===== config.mk =====
export PLATFORM = sky130hd
export DESIGN_NAME = mux_4_arb_flat
export DESIGN_NICKNAME = d
export VERILOG_FILES = /design/src/rtl/mux_4_arb_if.sv /design/src/rtl/mux_4_arb.sv /design/src/flat_wrapper.sv
export SDC_FILE = /design/constraint.sdc
export NUM_CORES = 1
export LEC_CHECK = 0
export ABC_AREA = 1
export CAP_MARGIN = 20
export CORE_MARGIN = 2
export CORE_UTILIZATION = 50
export DETAILED_ROUTE_END_ITERATION = 16
export DONT_BUFFER_PORTS = 1
export GPL_ROUTABILITY_DRIVEN = 0
export GPL_TIMING_DRIVEN = 0
export HOLD_SLACK_MARGIN = 0.1
export PLACE_DENSITY = 0.66
export SYNTH_ARGS = -nofsm -noshare
export SYNTH_HDL_FRONTEND = slang
export SYNTH_SLANG_ARGS = --single-unit

===== constraint.sdc =====
create_clock -name clk -period 2.5 [get_ports clk]
set_clock_uncertainty 0.2 [all_clocks]
set_input_delay 0.5 -clock clk [delete_from_list [all_inputs] [get_ports clk]]
set_output_delay 0.5 -clock clk [all_outputs]
set_load 0.05 [all_outputs]

===== src/rtl/mux_4_arb_if.sv =====
// Bundle of request, data and handshake signals between four requesters,
// the round-robin capture mux and its downstream consumer.
interface mux_4_arb_if #(
  parameter int W = 4
);
  logic [3:0]   req;
  logic [W-1:0] x;
  logic [W-1:0] y;
  logic [W-1:0] z;
  logic [W-1:0] w;
  logic         q_ready;
  logic [W-1:0] q;
  logic         q_valid;
  logic [1:0]   sel;
  logic [3:0]   ack;
  logic         busy;

  modport master (
    output req, x, y, z, w, q_ready,
    input  q, q_valid, sel, ack, busy
  );

  modport slave (
    input  req, x, y, z, w, q_ready,
    output q, q_valid, sel, ack, busy
  );
endinterface


===== src/rtl/mux_4_arb.sv =====
// Four-way round-robin arbiter that captures the winning requester's word
// into a registered output and holds it until the consumer takes it.
module mux_4_arb #(
  parameter int W = 4
) (
  input logic       clk,
  input logic       rst_n,
  mux_4_arb_if.slave bus
);

  typedef enum logic {
    IDLE = 1'b0,
    SEND = 1'b1
  } state_t;

  state_t       state, state_nx;
  logic [1:0]   ptr;
  logic [1:0]   winner;
  logic         load;
  logic         done;
  logic [W-1:0] q_p1;
  logic [1:0]   sel_p1;
  logic [3:0]   ack_p1;
  logic         vld_p1;

  // Search ptr+1 .. ptr+4; scanning farthest-first lets the nearest set bit win.
  function automatic logic [1:0] rr_pick(input logic [3:0] r, input logic [1:0] p);
    logic [1:0] idx;
    rr_pick = p;
    for (int i = 3; i >= 0; i--) begin
      idx = p + 2'(i) + 2'd1;
      if (r[idx]) rr_pick = idx;
    end
  endfunction

  function automatic logic [W-1:0] word_of(input logic [1:0] s,
                                           input logic [W-1:0] a,
                                           input logic [W-1:0] b,
                                           input logic [W-1:0] c,
                                           input logic [W-1:0] d);
    case (s)
      2'd0:    word_of = a;
      2'd1:    word_of = b;
      2'd2:    word_of = c;
      default: word_of = d;
    endcase
  endfunction

  assign winner = rr_pick(bus.req, ptr);

  always_comb begin
    state_nx = state;
    load     = 1'b0;
    done     = 1'b0;
    case (state)
      IDLE: begin
        if (|bus.req) begin
          load     = 1'b1;
          state_nx = SEND;
        end
      end
      SEND: begin
        // q_valid is high for the whole of SEND, so q_ready alone completes it.
        if (bus.q_ready) begin
          done     = 1'b1;
          state_nx = IDLE;
        end
      end
      default: state_nx = IDLE;
    endcase
  end

  always_ff @(posedge clk or negedge rst_n) begin
    if (!rst_n) state <= IDLE;
    else        state <= state_nx;
  end

  // Stage p1: captured word, grant index and one-cycle acknowledge.
  always_ff @(posedge clk or negedge rst_n) begin
    if (!rst_n) begin
      q_p1   <= '0;
      sel_p1 <= 2'd0;
      ack_p1 <= 4'd0;
      ptr    <= 2'd3;
    end else begin
      ack_p1 <= 4'd0;
      if (load) begin
        q_p1   <= word_of(winner, bus.x, bus.y, bus.z, bus.w);
        sel_p1 <= winner;
        ack_p1 <= 4'd1 << winner;
      end
      if (done) ptr <= sel_p1;
    end
  end

  assign vld_p1      = (state == SEND);
  assign bus.q       = q_p1;
  assign bus.sel     = sel_p1;
  assign bus.ack     = ack_p1;
  assign bus.q_valid = vld_p1;
  assign bus.busy    = vld_p1;

endmodule


===== src/flat_wrapper.sv =====
// flat-port wrapper written by rule: the top's interface ports become plain ports
module mux_4_arb_flat 
#(
  parameter int W = 4
)
  (clk, rst_n, bus_req, bus_x, bus_y, bus_z, bus_w, bus_q_ready, bus_q, bus_q_valid, bus_sel, bus_ack, bus_busy);
  mux_4_arb_if #(.W(W)) bus_i ();
  input logic clk;
  input logic rst_n;
  input wire logic [$bits(bus_i.req)-1:0] bus_req;
  input wire logic [$bits(bus_i.x)-1:0] bus_x;
  input wire logic [$bits(bus_i.y)-1:0] bus_y;
  input wire logic [$bits(bus_i.z)-1:0] bus_z;
  input wire logic [$bits(bus_i.w)-1:0] bus_w;
  input wire logic [$bits(bus_i.q_ready)-1:0] bus_q_ready;
  output wire logic [$bits(bus_i.q)-1:0] bus_q;
  output wire logic [$bits(bus_i.q_valid)-1:0] bus_q_valid;
  output wire logic [$bits(bus_i.sel)-1:0] bus_sel;
  output wire logic [$bits(bus_i.ack)-1:0] bus_ack;
  output wire logic [$bits(bus_i.busy)-1:0] bus_busy;
  assign bus_i.req = bus_req;
  assign bus_i.x = bus_x;
  assign bus_i.y = bus_y;
  assign bus_i.z = bus_z;
  assign bus_i.w = bus_w;
  assign bus_i.q_ready = bus_q_ready;
  assign bus_q = bus_i.q;
  assign bus_q_valid = bus_i.q_valid;
  assign bus_sel = bus_i.sel;
  assign bus_ack = bus_i.ack;
  assign bus_busy = bus_i.busy;
  mux_4_arb #(.W(W)) u_core (.clk(clk), .rst_n(rst_n), .bus(bus_i));
endmodule

=== Yosys cells after proc, flatten, opt, wreduce, memory -nomap -nowiden ===
Cells that the tools add are included.

* Word-level logic and storage cells: 41
* Input port bits: 23
* Flip-flop bits (word level): 13

* Shift-type cells: 1
* Add/sub/neg operators: 6
* Bitwise gates (word level): 1
* Muxes and demuxes: 20
* Order comparisons: 4
* Equal/unequal tests: 2
* Reduce and logical (&&, ||, !) cells: 2

{| class="wikitable"
|+ Operators by type and width
! cell !! count
|-
| less-than comparator 2 x 3 -> 1 bit, second input constant || 4
|-
| case mux 4 bit (3 select lines) || 1
|-
| two-way mux 1 bit || 9
|-
| adder 2 x 1 -> 2 bit, second input constant || 4
|-
| binary-select mux 1 bit (select 2 bit) || 4
|-
| two-way mux 2 bit || 4
|-
| adder 2 bit, second input constant || 2
|-
| two-way mux 4 bit || 1
|-
| OR reduction 4 bit || 1
|-
| << shifter 1 x 2 -> 4 bit, first input constant || 1
|-
| == test 2 x 1 -> 1 bit, second input constant || 1
|-
| == test 2 bit, second input constant || 1
|-
| logical NOT 2 bit || 1
|-
| case mux 1 bit (2 select lines) || 1
|-
| inverter 1 bit || 1
|}

=== Logic depth before layout (Yosys ltp) ===
* Depth after elaboration: 10
* Gate-level depth with buffers: 16
* Depth with buffers taken out: 15

=== Worst setup path before layout ===
Ideal clock, no wire load.

* Path type: reg2reg
* Start point: register u_core.ptr[0]
* End point: register u_core.q_p1[2], in the netlist u_core.bus.q[2]
* Stages on the path, launching flop included: 16
* Path buffers: 2
* Slack: 0.604 ns
* Arrival: 1.578 ns
* Path through: dfstp_2 buf_6 inv_4 nand2_2 nand2_1 nand2_1 nand2_1 inv_2 nand3_2 nand2_4 buf_6 nand3b_2 nand2_1 inv_2 nand2_1 nand2_1

* Word-level cells in the longest chain between the ends: 10
* Elaborated cells on any way between the ends: 22
* Classes of those cells: add/sub (6); eq/ne (2); mux (13); reduce/logical (1)

{| class="wikitable"
|+ Ends and longest elaborated chain
! item !! line !! RTL
|-
| start, declared || mux_4_arb.sv:17 || <nowiki>logic [1:0] ptr;</nowiki>
|-
| start signal, assigned || mux_4_arb.sv:92 || <nowiki>if (done) ptr <= sel_p1;</nowiki>
|-
| adder 2 bit || mux_4_arb.sv:31 || <nowiki>idx = p + 2'(i) + 2'd1;</nowiki>
|-
| adder 2 x 1 -> 2 bit || mux_4_arb.sv:31 ||
|-
| binary-select mux 1 bit (select 2 bit) || mux_4_arb.sv:32 || <nowiki>if (r[idx]) rr_pick = idx;</nowiki>
|-
| two-way mux 1 bit (implied by the code) || mux_4_arb.sv:32 ||
|-
| two-way mux 2 bit (3 in series) || mux_4_arb.sv:32 ||
|-
| two-way mux 2 bit (*) || mux_4_arb.sv:32 ||
|-
| == test 2 bit (tied with other cells) || mux_4_arb.sv:41 || <nowiki>case (s)</nowiki>
|-
| case mux 4 bit (3 select lines) (*) || mux_4_arb.sv:41 ||
|-
| end signal, assigned || mux_4_arb.sv:88 || <nowiki>q_p1 <= word_of(winner, bus.x, bus.y, bus.z, bus.w);</nowiki>
|-
| end, declared || mux_4_arb.sv:21 || <nowiki>logic [W-1:0] q_p1;</nowiki>
|}

Every way passes the cells marked *; elsewhere a longest branch is shown, timed or not. The select of a mux whose other input is x is not followed.
A chain may end at the register's enable or synchronous reset.

=== Final worst setup path ===
* Start point: register u_core.ptr[0]
* End point: register u_core.q_p1[1], in the netlist u_core.bus.q[1]

Same word-level chain as after synthesis.

==> Flow_metrics.wiki <==
{| class="wikitable"
! Metric !! Value
|-
| Run status || finished clean
|-
| Period Utilization, post-route || 0.826
|-
| Type of element capturing the critical path || flop
|-
| Total of max-cap violations || 0
|-
| Placeable core area || 1690 sq um
|-
| Worst Reg-to-Reg Cells || 15
|-
| TritonCTS clock tree || yes
|-
| GRT Total Usage || 0.198
|-
| DPL Wire Length || 1.37 mm
|-
| Routed length per placed instance || 12.0 microns
|-
| Max-slew violation total from the final report || 0
|-
| Insertion delay to the later sink of the worst-skew pair || 270 ps
|-
| Layout overhead on the synthesized area || 7.69%
|-
| Relative slew slack || 0.595
|-
| Unrepaired setup endpoints after global routing || false
|-
| Number of global-route vias before repair || 686
|-
| GRT overflow || 0
|-
| Unique masters post-synth || 22
|-
| Count of nets left with antenna violations after detail routing || 0
|-
| Min-delay worst type || primary input to flop
|-
| First-pass GRT wire length || 2.90 mm
|-
| CTS root buffer || clkbuf_4
|-
| Number of antenna violations at the first check in global routing || 0
|-
| Total of endpoints with negative setup slack in the final report || 0
|-
| Reg-to-reg critical path startpoint || u_core.ptr[0]
|-
| Critical-path maximum fanout || 10
|-
| Router iterations before antenna repair || 4
|-
| CTS Buffer Depth || 2
|-
| Pin slew with the least headroom to its limit || 605 ps
|-
| Total of warnings raised by yosys || 0
|-
| Required time reported for the critical path endpoint || 2470 ps
|-
| Final standard cell area without fillers || 946 sq um
|-
| Number of instances in the placed design || 140
|-
| Deepest level of the CTS H-tree || 1
|-
| Max Fclk || 0.484 GHz
|-
| Area after DPL || 900 sq um
|-
| Count of buffers added by post-CTS timing repair for setup || 0
|-
| Post-Synthesis Cell Area || 878 sq um
|-
| Total area of sequential cells || 328 sq um
|-
| Crit path arrival time || 2030 ps
|-
| Seq/Total Area, Yosys || 0.373
|-
| Endpoint of the worst-slack reg-to-reg timing path || u_core.bus.q[1]
|-
| DRT Wirelength || 1.76 mm
|-
| Commonest non-fill, non-tap cell in the layout || nand2_1
|-
| Area taken by multi-input logic gates || 439 sq um
|-
| Largest net degree at the start of global routing || 14
|-
| Launch point of the worst hold path || bus_q_ready
|-
| Syn_nets || 146
|-
| Residual DRC count || 0
|-
| Crit path capture || u_core.bus.q[1]
|-
| Seq cells post-synth || 13
|-
| Placement row count || 15
|-
| Synthesized area per cell || 7.14 sq um
|-
| Number of DRC violations after detailed-routing iteration 0 || 7
|-
| Cells after synthesis || 123
|-
| Die Span Y || 45.9 microns
|-
| Count of port buffers added during placement || 0
|-
| Die Outline Area || 2110 sq um
|-
| X dimension of the die || 45.9 microns
|-
| Ratio of cells with drive above 1 in the final layout || 0.186
|-
| Detailed-route via count || 765
|-
| Worst-path clk slew || 70 ps
|-
| Hold violation total from the final report || 0
|-
| Worst hold path depth || 2
|-
| Finished Layout Cells || 146
|-
| Post-layout util || 0.560
|-
| CTS buffer count || 3
|-
| Initial Utilization || 0.520
|-
| Kind of start point of the critical path || flop
|-
| Fillers || 170
|-
| Vias/cell || 5.24
|-
| Boundary pin count || 35
|-
| Final critical delay including setup and external delays || 2070 ps
|-
| Number of buffers inserted for hold repair after clock tree synthesis || 1
|-
| Number of cells upsized or downsized after cts || 0
|-
| Diode count || 0
|-
| Origin of the worst setup path || u_core.ptr[0]
|-
| Highest-count cells in the layout ignoring fill and taps || 49 x nand2_1, 14 x inv_1, 11 x dfrtp_1
|-
| TritonCTS Sinks || 13
|-
| Worst Setup Path Type || flop to flop
|-
| Worst reg-to-reg setup slack || 430 ps
|-
| Final TNS setup || 0 ps
|-
| Number of nets in the finished design || 153
|}
==> routing by layer <==
layer / up-vias / GRT usage / part of all wire
li1: 398 / - / -
met5: - / 0 / 0
met1: 339 / 0.263 / 0.43
met4: 0 / 0.0514 / 0.0080
met3: 2 / 0.0754 / 0.068
met2: 26 / 0.300 / 0.49
==> worst max-delay path, cell delays in order, from the launching register on <==
cell      delay, ps
dfstp_2         530
buf_6           140
inv_4            60
nand2_2          60
nand2_1          70
nand2_1          90
nand2_1          70
inv_2            60
nand2_1          60
nand2_2         100
nand2_4          80
buf_6           150
o21bai_2        100
nand3_1          70
nand2_1          70
nand2_1          50
==> kinds of logic (layout without fill, tap and decap cells) <==
group / Yosys count / after routing / synth area share
AND/OR/NAND/NOR: 78 / 78 / 0.417
AO/OA/AOI/OAI: 10 / 10 / 0.0826
buffers and inverters: 22 / 28 / 0.127
flip-flops: 13 / 13 / 0.373
==> per-stage QoR <==
stage | setup slack (ps) | hold slack (ps)
2_1_floorplan | 604 | 4.41
3_3_place_gp | 469 | 4.72
3_5_place_dp | 426 | 4.74
4_1_cts | 424 | 110
5_1_grt | 221 | 203
6_report | 434 | 204
==> sequential cells by signal, summed over array words and instances (netlist names) <==
signal and cells:
u_core.bus.busy 1, u_core.bus.q 4, u_core.ptr 2, u_core.bus.sel 2, u_core.bus.ack 4
==> cell type report <==
| cell class | count | share of cell area |
|---|---|---|
| clock buffer | 4 | 0.0278 |
| sequential | 13 | 0.347 |
| buffer | 4 | 0.0437 |
| timing repair buffer | 2 | 0.0212 |
| tap | 17 | 0.0225 |
| inverter | 18 | 0.0741 |
| multi-input combinational | 88 | 0.464 |
==> synthesized netlist by cell type <==
cell | instances | area (sq um)
nand2_1 | 49 | 184
inv_1 | 14 | 52.6
dfrtp_1 | 11 | 275
nand3_1 | 9 | 45.0
o21ai_0 | 5 | 25.0
nand3b_1 | 4 | 30.0
nor2_1 | 4 | 15.0
buf_6 | 3 | 33.8
inv_2 | 3 | 11.3
nand2_2 | 3 | 18.8
nand4_1 | 3 | 18.8
o21bai_2 | 3 | 33.8
dfstp_2 | 2 | 52.6
nand2_4 | 2 | 22.5
a21oi_1 | 1 | 5.00
buf_4 | 1 | 7.51
inv_4 | 1 | 6.26
nand3_2 | 1 | 10.0
nand3b_2 | 1 | 11.3
nor3_1 | 1 | 5.00
nor4_1 | 1 | 6.26
o21ai_2 | 1 | 8.76
==> worst min path at each step <==
stage,end,slack [ps]
2_1_floorplan,u_core.bus.ack[0],4
3_3_place_gp,u_core.bus.ack[1],5
3_5_place_dp,u_core.bus.q[1],5
4_1_cts,u_core.bus.busy,110
5_1_grt,u_core.ptr[0],200
6_report,u_core.ptr[0],200
Power is left out: the tool's default activity adds up to more than one toggle a clock period on the data nets, which glitch-free logic cannot reach.
